[config.mk]
export PLATFORM = sky130hd
export DESIGN_NAME = mem_stage_bus
export DESIGN_NICKNAME = d
export VERILOG_FILES = /design/src/rtl/mem_stage_bus_pkg.sv /design/src/rtl/mem_stage_bus_align.sv /design/src/rtl/mem_stage_bus.sv
export SDC_FILE = /design/constraint.sdc
export NUM_CORES = 1
export LEC_CHECK = 0
export CAP_MARGIN = 5
export CELL_PAD_IN_SITES_DETAIL_PLACEMENT = 1
export CELL_PAD_IN_SITES_GLOBAL_PLACEMENT = 1
export CORE_ASPECT_RATIO = 0.6
export CORE_UTILIZATION = 35
export DETAILED_ROUTE_END_ITERATION = 8
export PLACE_DENSITY = 0.83
export SYNTH_ARGS = -nofsm -noshare
export SYNTH_HDL_FRONTEND = slang
export SYNTH_SLANG_ARGS = --single-unit
[constraint.sdc]
create_clock -name clk -period 4.1 [get_ports clk]
set_input_delay 1.23 -clock clk [delete_from_list [all_inputs] [get_ports clk]]
set_output_delay 1.23 -clock clk [all_outputs]
set_load 0.005 [all_outputs]
[src/rtl/mem_stage_bus_pkg.sv]
// Shared types and encodings for the bus-based MEM stage: FSM states,
// one-hot load/store selects, trap causes and lane helpers.
package mem_bus_pkg;

    typedef enum logic [1:0] {
        ST_IDLE = 2'd0,
        ST_REQ  = 2'd1,
        ST_WAIT = 2'd2,
        ST_HOLD = 2'd3
    } state_e;

    // Store select, one-hot {sw,sh,sb}
    localparam logic [2:0] SC_SW = 3'b100;
    localparam logic [2:0] SC_SH = 3'b010;
    localparam logic [2:0] SC_SB = 3'b001;

    // Load select, one-hot {lhu,lbu,lw,lh,lb}
    localparam logic [4:0] LC_LHU = 5'b10000;
    localparam logic [4:0] LC_LBU = 5'b01000;
    localparam logic [4:0] LC_LW  = 5'b00100;
    localparam logic [4:0] LC_LH  = 5'b00010;
    localparam logic [4:0] LC_LB  = 5'b00001;

    localparam logic [3:0] CAUSE_LD_MISALIGN = 4'd4;
    localparam logic [3:0] CAUSE_LD_FAULT    = 4'd5;
    localparam logic [3:0] CAUSE_ST_MISALIGN = 4'd6;
    localparam logic [3:0] CAUSE_ST_FAULT    = 4'd7;

    // Byte lanes touched by the access; loads use the same lane pattern as stores.
    function automatic logic [3:0] lane_be(input logic [2:0] st, input logic [4:0] ld,
                                           input logic [1:0] off);
        logic [3:0] be;
        if (st == SC_SW || ld == LC_LW)
            be = 4'b1111;
        else if (st == SC_SH || ld == LC_LH || ld == LC_LHU)
            be = off[1] ? 4'b1100 : 4'b0011;
        else
            be = 4'b0001 << off;
        return be;
    endfunction

    function automatic logic [31:0] lane_wdata(input logic [2:0] st, input logic [31:0] data);
        logic [31:0] wd;
        case (st)
            SC_SB:   wd = {4{data[7:0]}};
            SC_SH:   wd = {2{data[15:0]}};
            default: wd = data;
        endcase
        return wd;
    endfunction

endpackage

[src/rtl/mem_stage_bus_align.sv]
// Load data aligner: rotates the bus word so the addressed byte/half lands
// in the low lanes, then sign- or zero-extends according to the load type.
module load_align_ext
    import mem_bus_pkg::*;
(
    input  logic [31:0] rdata,
    input  logic [1:0]  offset,
    input  logic [4:0]  loadcntrl,
    output logic [31:0] memres
);

    logic [31:0] w_rot;

    always_comb begin
        case (offset)
            2'd1:    w_rot = {rdata[7:0],  rdata[31:8]};
            2'd2:    w_rot = {rdata[15:0], rdata[31:16]};
            2'd3:    w_rot = {rdata[23:0], rdata[31:24]};
            default: w_rot = rdata;
        endcase
    end

    always_comb begin
        case (loadcntrl)
            LC_LB:   memres = {{24{w_rot[7]}}, w_rot[7:0]};
            LC_LBU:  memres = {24'd0, w_rot[7:0]};
            LC_LH:   memres = {{16{w_rot[15]}}, w_rot[15:0]};
            LC_LHU:  memres = {16'd0, w_rot[15:0]};
            LC_LW:   memres = w_rot;
            default: memres = '0;
        endcase
    end

endmodule

[src/rtl/mem_stage_bus.sv]
// MEM pipeline stage driving a req/gnt/rvalid data bus; stalls upstream while
// a transfer is in flight, traps misaligned/timed-out accesses, parks results under debug.
module mem_stage_bus
    import mem_bus_pkg::*;
#(
    parameter int unsigned ADDR_W  = 32,
    parameter int unsigned TIMEOUT = 64
) (
    input  logic              clk,
    input  logic              Rst,
    input  logic              debug,
    input  logic              ex_valid,
    input  logic [2:0]        EX_MEM_storecntrl,
    input  logic [4:0]        EX_MEM_loadcntrl,
    input  logic [31:0]       EX_MEM_alures,
    input  logic [31:0]       EX_MEM_alusec,
    input  logic [4:0]        EX_MEM_rd,
    input  logic              EX_MEM_regwrite,
    input  logic              EX_MEM_memread,
    output logic              mem_req,
    output logic              mem_we,
    output logic [3:0]        mem_be,
    output logic [ADDR_W-1:0] mem_addr,
    output logic [31:0]       mem_wdata,
    input  logic              mem_gnt,
    input  logic              mem_rvalid,
    input  logic [31:0]       mem_rdata,
    output logic              stall,
    output logic              MEM_WB_valid,
    output logic              MEM_WB_regwrite,
    output logic              MEM_WB_memread,
    output logic [4:0]        MEM_WB_rd,
    output logic [31:0]       MEM_WB_alures,
    output logic [31:0]       MEM_WB_memres,
    output logic              MEM_WB_trap,
    output logic [3:0]        MEM_WB_cause
);

    localparam logic [15:0] TMO_LAST = 16'(TIMEOUT - 1);

    state_e            r_state;
    logic [15:0]       r_cnt;
    logic [ADDR_W-1:0] r_addr;
    logic [1:0]        r_off;
    logic [3:0]        r_be;
    logic [31:0]       r_wdata;
    logic              r_we;
    logic [4:0]        r_load;
    logic [4:0]        r_rd;
    logic              r_regwrite;
    logic              r_memread;
    logic [31:0]       r_alures;
    logic [31:0]       r_hold_rdata;
    logic              r_hold_trap;

    logic        w_is_st, w_is_ld, w_misal, w_accept, w_acc_mem;
    logic        w_busy, w_tmo, w_done_ok, w_xfer_done, w_deliver;
    logic        w_res_trap;
    logic [3:0]  w_fault_cause;
    logic [31:0] w_align_in, w_memres;

    always_comb begin
        w_is_st   = |EX_MEM_storecntrl;
        w_is_ld   = |EX_MEM_loadcntrl;
        w_misal   = ((EX_MEM_storecntrl == SC_SH || EX_MEM_loadcntrl == LC_LH ||
                      EX_MEM_loadcntrl == LC_LHU) && EX_MEM_alures[0]) ||
                    ((EX_MEM_storecntrl == SC_SW || EX_MEM_loadcntrl == LC_LW) &&
                      (EX_MEM_alures[1:0] != 2'b00));
        w_accept  = (r_state == ST_IDLE) && ex_valid && !debug;
        w_acc_mem = w_accept && (w_is_st || w_is_ld) && !w_misal;

        // Timeout wins over a same-cycle gnt/rvalid so the bus request can drop cleanly.
        w_busy      = (r_state == ST_REQ) || (r_state == ST_WAIT);
        w_tmo       = w_busy && (r_cnt == TMO_LAST);
        w_done_ok   = !w_tmo && (((r_state == ST_REQ) && r_we && mem_gnt) ||
                                 ((r_state == ST_WAIT) && mem_rvalid));
        w_xfer_done = w_tmo || w_done_ok;
        w_deliver   = ((w_busy && w_xfer_done) || (r_state == ST_HOLD)) && !debug;

        stall = w_acc_mem || ((r_state != ST_IDLE) && !w_deliver);

        w_res_trap    = (r_state == ST_HOLD) ? r_hold_trap : w_tmo;
        w_fault_cause = r_we ? CAUSE_ST_FAULT : CAUSE_LD_FAULT;
        w_align_in    = (r_state == ST_HOLD) ? r_hold_rdata : mem_rdata;

        mem_req   = (r_state == ST_REQ) && !w_tmo;
        mem_we    = mem_req && r_we;
        mem_be    = mem_req ? r_be : '0;
        mem_addr  = r_addr;
        mem_wdata = r_wdata;
    end

    load_align_ext u_align (
        .rdata     (w_align_in),
        .offset    (r_off),
        .loadcntrl (r_load),
        .memres    (w_memres)
    );

    always_ff @(posedge clk) begin
        if (Rst) begin
            r_state      <= ST_IDLE;
            r_cnt        <= '0;
            r_addr       <= '0;
            r_off        <= '0;
            r_be         <= '0;
            r_wdata      <= '0;
            r_we         <= 1'b0;
            r_load       <= '0;
            r_rd         <= '0;
            r_regwrite   <= 1'b0;
            r_memread    <= 1'b0;
            r_alures     <= '0;
            r_hold_rdata <= '0;
            r_hold_trap  <= 1'b0;
        end else begin
            case (r_state)
                ST_IDLE: begin
                    if (w_acc_mem) begin
                        r_state    <= ST_REQ;
                        r_cnt      <= '0;
                        r_addr     <= {EX_MEM_alures[ADDR_W-1:2], 2'b00};
                        r_off      <= EX_MEM_alures[1:0];
                        r_be       <= lane_be(EX_MEM_storecntrl, EX_MEM_loadcntrl,
                                              EX_MEM_alures[1:0]);
                        r_wdata    <= lane_wdata(EX_MEM_storecntrl, EX_MEM_alusec);
                        r_we       <= w_is_st;
                        r_load     <= EX_MEM_loadcntrl;
                        r_rd       <= EX_MEM_rd;
                        r_regwrite <= EX_MEM_regwrite;
                        r_memread  <= EX_MEM_memread;
                        r_alures   <= EX_MEM_alures;
                    end
                end
                ST_REQ, ST_WAIT: begin
                    r_cnt <= r_cnt + 16'd1;
                    if (w_xfer_done) begin
                        if (debug) begin
                            r_state      <= ST_HOLD;
                            r_hold_rdata <= mem_rdata;
                            r_hold_trap  <= w_tmo;
                        end else begin
                            r_state <= ST_IDLE;
                        end
                    end else if (r_state == ST_REQ && mem_gnt && !r_we) begin
                        r_state <= ST_WAIT;
                    end
                end
                ST_HOLD: begin
                    if (!debug)
                        r_state <= ST_IDLE;
                end
                default: r_state <= ST_IDLE;
            endcase
        end
    end

    always_ff @(posedge clk) begin
        if (Rst) begin
            MEM_WB_valid    <= 1'b0;
            MEM_WB_regwrite <= 1'b0;
            MEM_WB_memread  <= 1'b0;
            MEM_WB_rd       <= '0;
            MEM_WB_alures   <= '0;
            MEM_WB_memres   <= '0;
            MEM_WB_trap     <= 1'b0;
            MEM_WB_cause    <= '0;
        end else if (w_deliver) begin
            MEM_WB_valid    <= 1'b1;
            MEM_WB_regwrite <= r_regwrite && !w_res_trap;
            MEM_WB_memread  <= r_memread;
            MEM_WB_rd       <= r_rd;
            MEM_WB_alures   <= r_alures;
            MEM_WB_memres   <= w_res_trap ? '0 : w_memres;
            MEM_WB_trap     <= w_res_trap;
            MEM_WB_cause    <= w_res_trap ? w_fault_cause : '0;
        end else if (w_accept && !w_acc_mem) begin
            MEM_WB_valid    <= 1'b1;
            MEM_WB_regwrite <= EX_MEM_regwrite && !w_misal;
            MEM_WB_memread  <= EX_MEM_memread;
            MEM_WB_rd       <= EX_MEM_rd;
            MEM_WB_alures   <= EX_MEM_alures;
            MEM_WB_memres   <= '0;
            MEM_WB_trap     <= w_misal;
            MEM_WB_cause    <= w_misal ? (w_is_st ? CAUSE_ST_MISALIGN : CAUSE_LD_MISALIGN) : '0;
        end else if (!debug) begin
            // Bubble; with debug=1 the register is frozen instead.
            MEM_WB_valid    <= 1'b0;
            MEM_WB_regwrite <= 1'b0;
            MEM_WB_trap     <= 1'b0;
        end
    end

endmodule
; Word-level counts from Yosys, hierarchy flattened
; Cells that the tools add are included.
[word_totals]
reg_bits = 241
input_bits = 117
output_inout_bits = 148
elab_cells = 135
[classes]
n_addsub = 1
eq_ne = 22
shift = 1
muxes = 39
reduce_logical = 50
[op_table]
columns = cell, count
row1 = $mux W32, 6
row2 = $pmux W32 S5, 1
row3 = $pmux W32 S3, 1
row4 = $pmux W32 S2, 1
row5 = $pmux W16 S2, 1
row6 = $mux W4, 6
row7 = $logic_and A1 B1 Y1, 21
row8 = $add A16 B1 Y16 const B, 1
row9 = $eq A16 B6 Y1 const B, 1
row10 = $mux W16, 1
row11 = $mux W2, 7
row12 = $eq A5 B2 Y1 const B, 2
row13 = $eq A5 B3 Y1 const B, 2
row14 = $eq A5 B5 Y1 const B, 2
row15 = $logic_or A1 B1 Y1, 10
row16 = $mux W1, 10
row17 = $mux W5, 2
row18 = $eq A2 B2 Y1 const B, 4
row19 = $reduce_bool A2 Y1, 4
row20 = $logic_not A1 Y1, 7
row21 = $mux W3, 2
row22 = $pmux W2 S3, 1
row23 = $reduce_and A3 Y1, 2
row24 = $eq A5 B1 Y1 const B, 1
row25 = other kinds (14), 17

; Depth between registers and ports, before layout
; Gate-level depths: netlist (run 1).
[logic_depth]
ltp_word = 12
mapped_depth = 11
mapped_depth_nobuf = 8

; By module
; From an unflattened synthesis (run 1), not the netlist that was laid out.
[unflattened]
cells_unflattened = 1117
hier_area_um2 = 10157.2
[by_module_without_submodules]
columns = mod, n_inst, cells_per_inst, area_each_um2, seq_area_each_um2
row1 = mem_stage_bus, 1, 991, 8983.6, 4164.0
row2 = load_align_ext, 1, 126, 1173.6, 0.0

; Worst setup path after synthesis (run 1)
; Ideal clock, no wire load.
[synth_path]
path_type = input to output
from = input port EX_MEM_loadcntrl[4]
to = output port stall
arrival_ns = 2.766
required_time_ns = 2.870
setup_slack_ns = 0.104
path_stages = 7
n_path_buf = 2
cell_sequence = or4_1 > or3_4 > nand3_2 > or2_1 > buf_4 > buf_6 > o21ai_0
[synth_via]
elab_chain_len = 8
word_cells_on_any_way = 15
cone_classes = 3 x eq/ne / 12 x reduce/logical
[synth_rtl]
columns = element, line
row1 = start: declaration, mem_stage_bus.sv:14  ; input logic [4:0] EX_MEM_loadcntrl,
row2 = $eq A5 B2 Y1, mem_stage_bus.sv:65  ; w_misal = ((EX_MEM_storecntrl == SC_SH || EX_MEM_loadcntrl == LC_LH ||
row3 = $logic_or A1 B1 Y1 (2 in series), mem_stage_bus.sv:65
row4 = $logic_and A1 B1 Y1, mem_stage_bus.sv:66  ; EX_MEM_loadcntrl == LC_LHU) && EX_MEM_alures[0]) ||
row5 = $logic_or A1 B1 Y1, mem_stage_bus.sv:66
row6 = $logic_not A1 Y1, mem_stage_bus.sv:70  ; w_acc_mem = w_accept && (w_is_st || w_is_ld) && !w_misal;
row7 = $logic_and A1 B1 Y1 (*), mem_stage_bus.sv:70
row8 = $logic_or A1 B1 Y1 (*), mem_stage_bus.sv:80  ; stall = w_acc_mem || ((r_state != ST_IDLE) && !w_deliver);
row9 = end: declaration, mem_stage_bus.sv:28  ; output logic stall,
; Mark *: on every way between the ends. The rest lies on a longest branch, timed or not.

; Final worst setup path (run 1)
[layout_path]
from = input port EX_MEM_loadcntrl[0]
to = output port stall
; The elaborated chain is that of the path after synthesis.

==> out/summary.txt, run 1 <==
Final Skew: 0.0135 ns
Netlist cell types: 60
async set-reset flop share out of synthesis: 0%
Final Hold Violating Endpoints: 0
NumNets Final: 1565
initial antenna violation count: 1
footprint of the multi-input gates: 5020 µm²
clock slew at reported path FFs: 0.06 ns
Syn Area/Cell: 8.07 µm²
final setup vio count: 0
R2R Setup Slk: 0.79 ns
Via Count: 9814
Post-Syn Area: 9850 µm²
# DRC: 0
postcts setup bufs: 0
Setup Crit Path Kind: in -> out
crit start category: primary input
Achievable Freq: 0.247 GHz
Met1 Wirelength: 17200 µm
Clock Path Buffers: 3
H-tree depth: 1
Critical Path RT: 2.87 ns
worst slew pin tran: 1.27 ns
Logic pwr share: 19.8%
RSZ-0062 raised after global routing: no
hold_buf cts: 0
Num CTS Buffers: 22
Leakage: 4.84 nW
Sequential Power Share: 41.2%
I/O Buffers: 261
pin count of the biggest net entering global routing: 55
Net Sw Frac: 28.3%
Non-Filler Instances: 1825
DRT Pass-1 Iters: 7
Power Internal: 3.83 mW
FP Rows: 47
power density over cell area: 396 nW/µm²
die footprint: 28900 µm²
placed cell count: 1785
Critical Path End Type: output pin
worst reg2reg path startpoint: r_state[1]
DRT iter0 DRCs: 646
met2 WL: 16100 µm
wire length of the first global-routing pass: 57300 µm
clock share of power: 39.0%
Syn Inst Count: 1221
fin crit share: 98.9%
CP cell instances: clkdlybuf4s15_1, or4_4, or3_4, nand3_2, or2_4, o21ai_1, buf_2
HPWL Detailed: 26600 µm
yosys warns: 0
CP Buf/Inv Count: 2
GRT Residual Overflow: 0
reg2reg end: MEM_WB_alures[6]
Critical Path AT: 2.83 ns
outcome: completed
fraction of layout cells with a size suffix above 1: 9.33%
cell count of the worst reg-to-reg path: 10
Synth Flop Type: dfxtp_1
Seq. cell area: 4170 µm²
number of flops mapped to enable cells by yosys: 0
post-route minimum period: 4.06 ns
Die Ht: 132 µm
clock latency on the worst-skew pair: 0.53 ns
Hold Path Depth: 2
commonest cells in the netlist: nand2_1, dfxtp_1, a21oi_1, o21ai_0, mux2i_1
initial core utilization: 35.7%
fill count: 3289
Final GP Congestion: 0.944
DR vias/cell: 5.38
Die X: 219 µm
Area Overhead vs Synth: 37.0%
CP Max Fanout: 3
Top Layer Used: met4
TritonCTS Sinks: 208
hold wc startpoint: r_hold_rdata[26]
GRT Util Overall: 25.1%
#FFs+latches synth: 208
Max VDD drop: 0.219 mV
num ports: 265
crit-path max cell delay: 0.54 ns
delay-heaviest family, CP: simple AND/OR/NAND/NOR gates
worst hold endpoint: r_hold_rdata[26]
post-synthesis sequential area ratio: 42.3%
Net Switching: 1.51 mW
Post-Route WL: 36700 µm
largest cells by area after synthesis: dfxtp_1, nand2_1, a21oi_1
ANT nets after route: 0
max-cap violation count: 0
most frequent cell after synthesis: nand2_1
drt wl/cell: 20.1 µm
Slew headroom: 15.0%
top-area cell type share of the netlist area: 42.3%
DR WL met3: 2850 µm
Max Transition Viols Final: 0
vias in the first global route: 10.2k
CTS tree: built
Yosys top cell by area: dfxtp_1
clk root buf: clkbuf_16
Crit-path slowest cell: or4_4
min-delay worst type: reg -> reg
core area: 27600 µm²
final setup TNS: 0 ns
## metal layers
layer / GRT usage (%) / up-vias
met4: 4.20 / 0
li1: - / 4626
met2: 38.9 / 300
met3: 6.97 / 34
met5: 0 / -
met1: 35.0 / 4854
## layout make-up
class                           count  share of cell area, %
Clock buffer                       29                   4.42
Multi-Input combinational cell    886                   37.2
Clock inverter                     10                   1.01
Timing Repair Buffer              317                   22.9
Inverter                            7                  0.195
Sequential cell                   208                   30.8
Antenna cell                        1                 0.0185
Tap cell                          367                   3.40
## kinds of logic (layout without fill, tap and decap cells)
kind of cell	Yosys count	in the layout	share of synthesized area, %
buf+inv	129	363	7.30
mux	75	75	7.99
fa+ha+maj	6	6	0.762
other cells	1	4	0.0381
simple gates	456	456	19.6
compound gates	334	334	21.0
flops	208	208	42.3
xor+xnor	12	12	1.07
## registers in the layout, summed over array words and instances (netlist names)
register         cells
MEM_WB_memres       32
r_be                 4
r_memread            1
r_state              2
MEM_WB_valid         1
r_off                1
r_alures            31
MEM_WB_cause         3
r_hold_trap          1
r_cnt               16
MEM_WB_memread       1
r_hold_rdata        32
MEM_WB_trap          1
MEM_WB_rd            5
r_load               5
mem_wdata           32
r_regwrite           1
r_we                 1
r_rd                 5
MEM_WB_regwrite      1
MEM_WB_alures       32
## tightest hold or removal path: cells and delay by family (launching register included)
family / cells / cell delay (ns)
flops: 1 / 0.31
simple gates: 1 / 0.05
compound gates: 1 / 0.05
## cell usage in the layout, fill, tap and decap left out, types with 5 or more instances in the layout
| master | netlist | routed |
|---|---|---|
| clkdlybuf4s50_1 | 0 | 251 |
| inv_1 | 7 | 7 |
| clkbuf_1 | 52 | 5 |
| o21ai_0 | 70 | 69 |
| and3_1 | 10 | 10 |
| dfxtp_1 | 208 | 207 |
| mux2i_1 | 55 | 55 |
| ha_1 | 6 | 5 |
| o21a_1 | 22 | 22 |
| nor3_1 | 9 | 8 |
| nand2_1 | 340 | 340 |
| a21oi_1 | 119 | 117 |
| a311oi_1 | 19 | 19 |
| o21ai_1 | 11 | 12 |
| xor2_1 | 12 | 12 |
| nor2_1 | 51 | 51 |
| mux2_2 | 19 | 19 |
| a22oi_1 | 48 | 48 |
| nand4_1 | 5 | 5 |
| buf_4 | 39 | 51 |
| buf_12 | 0 | 6 |
| clkinv_2 | 0 | 6 |
| o211ai_1 | 7 | 7 |
| clkbuf_16 | 0 | 22 |
| a211oi_1 | 9 | 9 |
| a21o_1 | 5 | 5 |
## power by group through the flow
stage / registers, mW / clock network, mW / logic [mW]
after floorplan: 2.23 / 0 / 0.541
after global placement: 2.24 / 0 / 1.01
after detailed placement: 2.24 / 0 / 1.04
after CTS: 2.20 / 2.13 / 1.05
after global routing: 2.21 / 2.21 / 1.14
final: 2.20 / 2.08 / 1.06
## per-stage QoR
step | power, mW | area, µm² | utilization (%) | hold WS, ns | setup WS (ns)
6_report | 5.34 | 13500 | 48.9 | 0.453 | 0.0449
2_1_floorplan | 2.77 | 9860 | - | 0.432 | 0.104
4_1_cts | 5.38 | 13500 | 48.8 | 0.453 | 0.00894
3_5_place_dp | 3.29 | 12800 | 46.1 | 0.443 | -0.609
3_3_place_gp | 3.25 | 12800 | 46.1 | 0.438 | -0.585
5_1_grt | 5.56 | 13500 | 48.9 | 0.464 | 0.00338
## worst max path at each step
stage | start | endpoint | slack, ns | cells after the start
2_1_floorplan | EX_MEM_loadcntrl[4] | stall | 0.10 | 7
4_1_cts | EX_MEM_loadcntrl[3] | stall | 0.009 | 7
6_report | EX_MEM_loadcntrl[0] | stall | 0.04 | 7
3_3_place_gp | EX_MEM_loadcntrl[4] | stall | -0.59 | 7
3_5_place_dp | EX_MEM_loadcntrl[4] | stall | -0.61 | 7
5_1_grt | EX_MEM_loadcntrl[0] | stall | 0.003 | 7
## repair_timing
action,CTS,global route
resized for setup,15,8
endpoints found under the setup margin,1,4
pin swaps,1,3
hold endpoints to repair,0,0
(Power assumes the default switching activity.)
==> run 2, diff against run 1 <==
--- a/config.mk
+++ b/config.mk
@@ -11,6 +11,7 @@
 export CORE_ASPECT_RATIO = 0.6
 export CORE_UTILIZATION = 35
 export DETAILED_ROUTE_END_ITERATION = 8
+export MAX_ROUTING_LAYER = met4
 export PLACE_DENSITY = 0.83
 export SYNTH_ARGS = -nofsm -noshare
 export SYNTH_HDL_FRONTEND = slang
==> out/summary.txt, run 2 (synthesized netlist as in run 1, its figures left out) <==
outcome: completed
GRT Util Overall: 26.6% (+1.5 points)
min-delay worst type: reg -> reg
Post-Route WL: 38100 µm (+3.9%)
die footprint: 28900 µm² (unchanged)
crit start category: primary input
ANT nets after route: 0 (unchanged)
hold slack: 0.455 ns (+0.00262 ns)
most frequent cells in the layout: nand2_1, clkdlybuf4s50_1, dfxtp_1, a21oi_1, o21ai_0
Die Ht: 132 µm (unchanged)
CP Max Fanout: 4 (+1)
Die X: 219 µm (unchanged)
antenna cells: 0 (-1)
fin crit share: 98.9% (about the same)
Final Util: 49.8% (+0.95 points)
Final Hold Violating Endpoints: 0 (unchanged)
Place WS: -0.737 ns (-0.128 ns)
HPWL Detailed: 26500 µm (-0.30%)
vias in the first global route: 10.1k (-0.50%)
Critical Path AT: 2.83 ns (about the same)
initial antenna violation count: 1 (unchanged)
Via Count: 9904 (+0.92%)
Max Transition Viols Final: 0 (unchanged)
fill count: 3251 (-1.2%)
wire length of the first global-routing pass: 58400 µm (+1.9%)
Critical Path RT: 2.87 ns (about the same)
Slew headroom: 42.7% (+28 points)
clk root buf: clkbuf_16
Area Overhead vs Synth: 39.7%
FP Rows: 47 (unchanged)
clock latency on the worst-skew pair: 0.52 ns (about the same)
core area: 27600 µm² (unchanged)
worst slew pin tran: 0.858 ns (-0.407 ns)
TritonCTS Sinks: 208 (unchanged)
CTS tree: built
NumNets Final: 1575 (+0.64%)
drt wl/cell: 20.8 µm (+3.3%)
H-tree depth: 1 (unchanged)
Setup Crit Path Kind: in -> out
Num CTS Buffers: 22 (unchanged)
power density over cell area: 399 nW/µm² (+0.78%)
fraction of layout cells with a size suffix above 1: 11.7% (+2.4 points)
DRT Pass-1 Iters: 5 (-2)
Leakage: 4.94 nW (+2.1%)
DRT iter0 DRCs: 765 (+18%)
Max VDD drop: 0.271 mV (+24%)
footprint of the multi-input gates: 5140 µm² (+2.4%)
most common cell after layout, fill and taps aside: nand2_1
Critical Path End Type: output pin
worst setup margin: 0.0436 ns (-0.00122 ns)
Seq. cell area: 4170 µm² (unchanged)
post-route minimum period: 4.06 ns (+0.00122 ns)
DR vias/cell: 5.40 (+0.37%)
I/O Buffers: 261 (unchanged)
Achievable Freq: 0.247 GHz (about the same)
GRT Residual Overflow: 0 (unchanged)
final setup vio count: 0 (unchanged)
hold_buf cts: 0 (unchanged)
pin count of the biggest net entering global routing: 65 (+18%)
# DRC: 0 (unchanged)
Final Skew: 0.0139 ns (+0.000364 ns)
num ports: 265 (unchanged)
Final GP Congestion: 0.932 (-1.3%)
Clock Path Buffers: 3 (unchanged)
max-cap violation count: 0 (unchanged)
final setup TNS: 0 ns (unchanged)
clock slew at reported path FFs: 0.07 ns (about the same)
initial core utilization: 35.7% (unchanged)
==> run 2: cell types whose count changed in the layout (fill, tap and decap cells not counted), sizes merged <==
cell,change
dlymetal6s2s,+1
clkdlybuf4s50,-1
buf,+11
clkinvlp,+1
clkbuf,+5
clkinv,-2
dlygate4sd2,-4
diode,-1
==> run 2: path summary, 6_finish.rpt <==
kind | startpoint | endpoint | slack [ns] | cells past startpoint
min | mem_wdata[3] | mem_wdata[3] | 0.46 | 2
min reg2reg | mem_wdata[3] | mem_wdata[3] | 0.46 | 2
max | EX_MEM_loadcntrl[0] | stall | 0.04 | 7
max reg2reg | r_state[1] | r_cnt[5] | 1.06 | 10
==> run 2: cell type report <==
class | instances | share of cell area [%]
multi-input cells | 886 | 37.4
repair buffers | 327 | 23.1
clock inverters | 9 | 0.918
flip-flops and latches | 208 | 30.3
inverters | 7 | 0.191
clock buffers | 31 | 4.84
well taps | 367 | 3.34
==> run 2: metal layers <==
layer	up-vias	GRT usage (%)	routed length (µm)
li1	4655	-	-
met1	4841	36.7	17800
met2	353	39.5	16700
met3	55	6.44	2980
met4	0	4.51	656
met5	-	-	0
==> run 2: through the flow <==
step / total power, mW / cells / cell area, µm²
after floorplan: 2.77 / 1223 / 9860
after global placement: 3.25 / 1779 / 12700
after detailed placement: 3.28 / 1779 / 12700
after CTS: 5.49 / 1832 / 13600
after global routing: 5.70 / 1835 / 13800
final: 5.49 / 1835 / 13800
==> run 2: repair_timing <==
| item | in CTS | in global routing |
|---|---|---|
| pin swaps | 2 | 9 |
| gates resized for setup | 31 | 28 |
| endpoints found under the setup margin | 1 | 79 |
| hold endpoints to repair | 0 | 0 |
| cloned | 0 | 1 |
| buffers inserted | 13 | 3 |
==> run 2: report_power, final <==
group          total (mW)  leakage, nW  internal, mW  switching [mW]
logic                1.09         2.87         0.500           0.590
clock network        2.19        0.391          1.32           0.869
registers            2.21         1.69          2.13          0.0800
total                5.49         4.94          3.95            1.54
==> run 2: worst max-delay path, stage by stage <==
cell             delay (ns)
buf_2                  0.15
or4_4                  0.55
or3_4                  0.35
nand3_2                0.10
or2_4                  0.13
o21ai_1                0.09
clkdlybuf4s15_2        0.23
==> run 3, diff against run 2 <==
--- a/config.mk
+++ b/config.mk
@@ -9,10 +9,11 @@
 export CELL_PAD_IN_SITES_DETAIL_PLACEMENT = 1
 export CELL_PAD_IN_SITES_GLOBAL_PLACEMENT = 1
 export CORE_ASPECT_RATIO = 0.6
-export CORE_UTILIZATION = 35
+export CORE_UTILIZATION = 37
 export DETAILED_ROUTE_END_ITERATION = 8
 export MAX_ROUTING_LAYER = met4
-export PLACE_DENSITY = 0.83
+export PLACE_DENSITY = 0.84
 export SYNTH_ARGS = -nofsm -noshare
 export SYNTH_HDL_FRONTEND = slang
+export SYNTH_HIERARCHICAL = 1
 export SYNTH_SLANG_ARGS = --single-unit
==> out/summary.txt, run 3 <==
initial core utilization: 38.0% (+2.4 points)
fin crit share: 98.5% (-0.42 points)
vias in the first global route: 9470 (-6.2%)
Setup Crit Path Kind: in -> out
Leakage: 5.02 nW (+1.6%)
worst slew pin tran: 0.866 ns (+0.00781 ns)
most frequent cells in the layout: clkdlybuf4s50_1, dfxtp_1, nand2_1, a21oi_1, nor2_1
hold wc startpoint: r_regwrite
Non-Filler Instances: 1716 (-6.5%)
GRT Util Overall: 25.7% (-0.89 points)
Netlist cell types: 71 (+18%)
Place WS: -0.429 ns (+0.308 ns)
reg2reg end: MEM_WB_memres[31]
Achievable Freq: 0.248 GHz (+0.43%)
CP cell instances: clkdlybuf4s50_1, or3_4, o31ai_4, a21o_2, nand2b_2, o21ai_0, buf_2
GRT Residual Overflow: 0 (unchanged)
Crit-path slowest cell: clkdlybuf4s50_1
CP Max Fanout: 3 (-1)
crit-path max cell delay: 0.45 ns (-0.10 ns)
Max VDD drop: 0.203 mV (-25%)
# DRC: 0 (unchanged)
num ports: 265 (unchanged)
Critical Path End Type: output pin
DR vias/cell: 5.51 (+2.0%)
min-delay worst type: reg -> reg
initial antenna violation count: 1 (unchanged)
Final Skew: 0.0163 ns (+0.00238 ns)
Seq. cell area: 4170 µm² (unchanged)
clk root buf: clkbuf_16
Net Switching: 1.57 mW (+1.8%)
hold_buf cts: 0 (unchanged)
cell count of the worst reg-to-reg path: 7 (-3)
Die X: 216 µm (-1.2%)
RSZ-0062 raised after global routing: no
Logic pwr share: 21.0% (+1.1 points)
Num CTS Buffers: 22 (unchanged)
clock slew at reported path FFs: 0.05 ns (-0.02 ns)
fill count: 3080 (-5.3%)
crit start category: primary input
clock latency on the worst-skew pair: 0.53 ns (about the same)
power density over cell area: 399 nW/µm² (+0.19%)
CP Buf/Inv Count: 2 (unchanged)
wire length of the first global-routing pass: 55200 µm (-5.4%)
die footprint: 28100 µm² (-2.5%)
ANT nets after route: 0 (unchanged)
HPWL Detailed: 25600 µm (-3.2%)
Net Sw Frac: 28.5% (+0.48 points)
delay-heaviest family, CP: buffers and inverters
CTS tree: built
post-route minimum period: 4.04 ns (-0.0173 ns)
max-cap violation count: 0 (unchanged)
worst setup margin: 0.0609 ns (+0.0173 ns)
largest cells by area after synthesis: dfxtp_1, nand2_1, a21oi_1
final setup TNS: 0 ns (unchanged)
core area: 26700 µm² (-3.4%)
Power Internal: 3.93 mW (-0.54%)
top-area cell type share of the netlist area: 41.0% (-1.3 points)
most frequent cell after synthesis: dfxtp_1
Final Total Pwr: 5.49 mW (+0.13%)
Final Hold Violating Endpoints: 0 (unchanged)
H-tree depth: 1 (unchanged)
Synth Flop Type: dfxtp_1
Slew headroom: 42.1% (-0.62 points)
final setup vio count: 0 (unchanged)
worst hold endpoint: r_regwrite
Syn Inst Count: 1117 (-8.5%)
DRT Pass-1 Iters: 5 (unchanged)
DRT iter0 DRCs: 600 (-22%)
Post-Route WL: 35900 µm (-5.8%)
#FFs+latches synth: 208 (unchanged)
I/O Buffers: 261 (unchanged)
Critical Path RT: 2.87 ns (about the same)
drt wl/cell: 20.9 µm (+0.72%)
R2R Setup Slk: 1.01 ns (-0.05 ns)
number of flops mapped to enable cells by yosys: 0 (unchanged)
fraction of layout cells with a size suffix above 1: 13.7% (+1.9 points)
Yosys top cell by area: dfxtp_1
TritonCTS Sinks: 208 (unchanged)
yosys warns: 6 (+6)
Clock Path Buffers: 3 (unchanged)
FP Rows: 46 (-2.1%)
Final GP Congestion: 0.925 (-0.73%)
Sequential Power Share: 40.1% (about the same)
hold slack: 0.453 ns (-0.00195 ns)
outcome: completed
clock share of power: 38.9% (-1.0 points)
placed cell count: 1674 (-5.9%)
Hold Path Depth: 2 (unchanged)
worst reg2reg path startpoint: r_state[1]
Critical Path Start: EX_MEM_storecntrl[0]
footprint of the multi-input gates: 5270 µm² (+2.4%)
Max Transition Viols Final: 0 (unchanged)
commonest cells in the netlist: dfxtp_1, nand2_1, a21oi_1, nor2_1, and3_1
Die Ht: 130 µm (-1.2%)
async set-reset flop share out of synthesis: 0% (unchanged)
Via Count: 9447 (-4.6%)
pin count of the biggest net entering global routing: 72 (+11%)
post-synthesis sequential area ratio: 41.0% (-1.3 points)
Area Overhead vs Synth: 35.4%
most common cell after layout, fill and taps aside: clkdlybuf4s50_1
Syn Area/Cell: 9.09 µm² (+13%)
Critical Path AT: 2.81 ns (-0.02 ns)
Post-Syn Area: 10200 µm² (+3.1%)
NumNets Final: 1461 (-7.2%)
==> run 3: worst max-delay path by stage <==
| stage | to | cells past startpoint |
|---|---|---|
| after floorplan | stall | 7 |
| after global placement | stall | 7 |
| after detailed placement | stall | 7 |
| after CTS | stall | 7 |
| after global routing | stall | 7 |
| final | stall | 7 |
==> run 3: cells by family (layout without fill, tap and decap cells) <==
family / after synthesis / in the layout / synth area share, %
adder cells (fa/ha/maj): 5 / 5 / 0.616
XOR/XNOR: 14 / 14 / 1.21
buffers and inverters: 128 / 364 / 7.75
other: 1 / 4 / 0.0369
flip-flops: 208 / 208 / 41.0
AND/OR/NAND/NOR: 373 / 373 / 18.0
multiplexers: 96 / 96 / 10.5
AO/OA/AOI/OAI: 292 / 292 / 20.9
==> run 3: layer usage <==
metal	share of wire (%)	GRT usage [%]	vias to the layer above
li1	-	-	4436
met2	45	39.6	263
met3	5.6	4.48	42
met1	48	35.3	4706
met4	1.5	5.01	0
met5	0	-	-
==> run 3: area by class of cell <==
type                    instances  share of cell area, %
repair buffers                318                   22.4
flip-flops and latches        208                   30.3
multi-input cells             783                   38.3
diodes                          1                 0.0182
clock buffers                  32                   4.87
clock inverters                 8                  0.700
inverters                       6                  0.164
well taps                     360                   3.27
==> run 3: power by group through the flow <==
stage	Clock (mW)	Combinational [mW]	Sequential (mW)
final	2.14	1.15	2.20
after CTS	2.18	1.15	2.20
after floorplan	0	0.637	2.23
after global routing	2.27	1.24	2.21
after global placement	0	1.11	2.24
after detailed placement	0	1.15	2.25
==> run 3: worst register-to-register path, cell delays in order, from the launching register on <==
cell	delay [ns]
dfxtp_1	0.41
ha_1	0.24
buf_4	0.43
mux2_2	0.45
mux4_2	0.51
nand3_2	0.43
o211ai_1	0.27
a22o_1	0.25
==> run 3: metrics by stage <==
| stage | cell area, µm² | util, % |
|---|---|---|
| floorplan | 10200 | - |
| global placement | 13000 | 48.5 |
| detailed placement | 13000 | 48.5 |
| CTS | 13700 | 51.4 |
| global route | 13800 | 51.5 |
| finish | 13800 | 51.5 |
==> run 3: repair_timing <==
action | CTS | global route
pin swaps | 2 | 2
cloned | 0 | 0
endpoints found under the setup margin | 1 | 6
endpoints found under the hold margin | 0 | 0
setup buffers | 1 | 0
resized for setup | 9 | 4
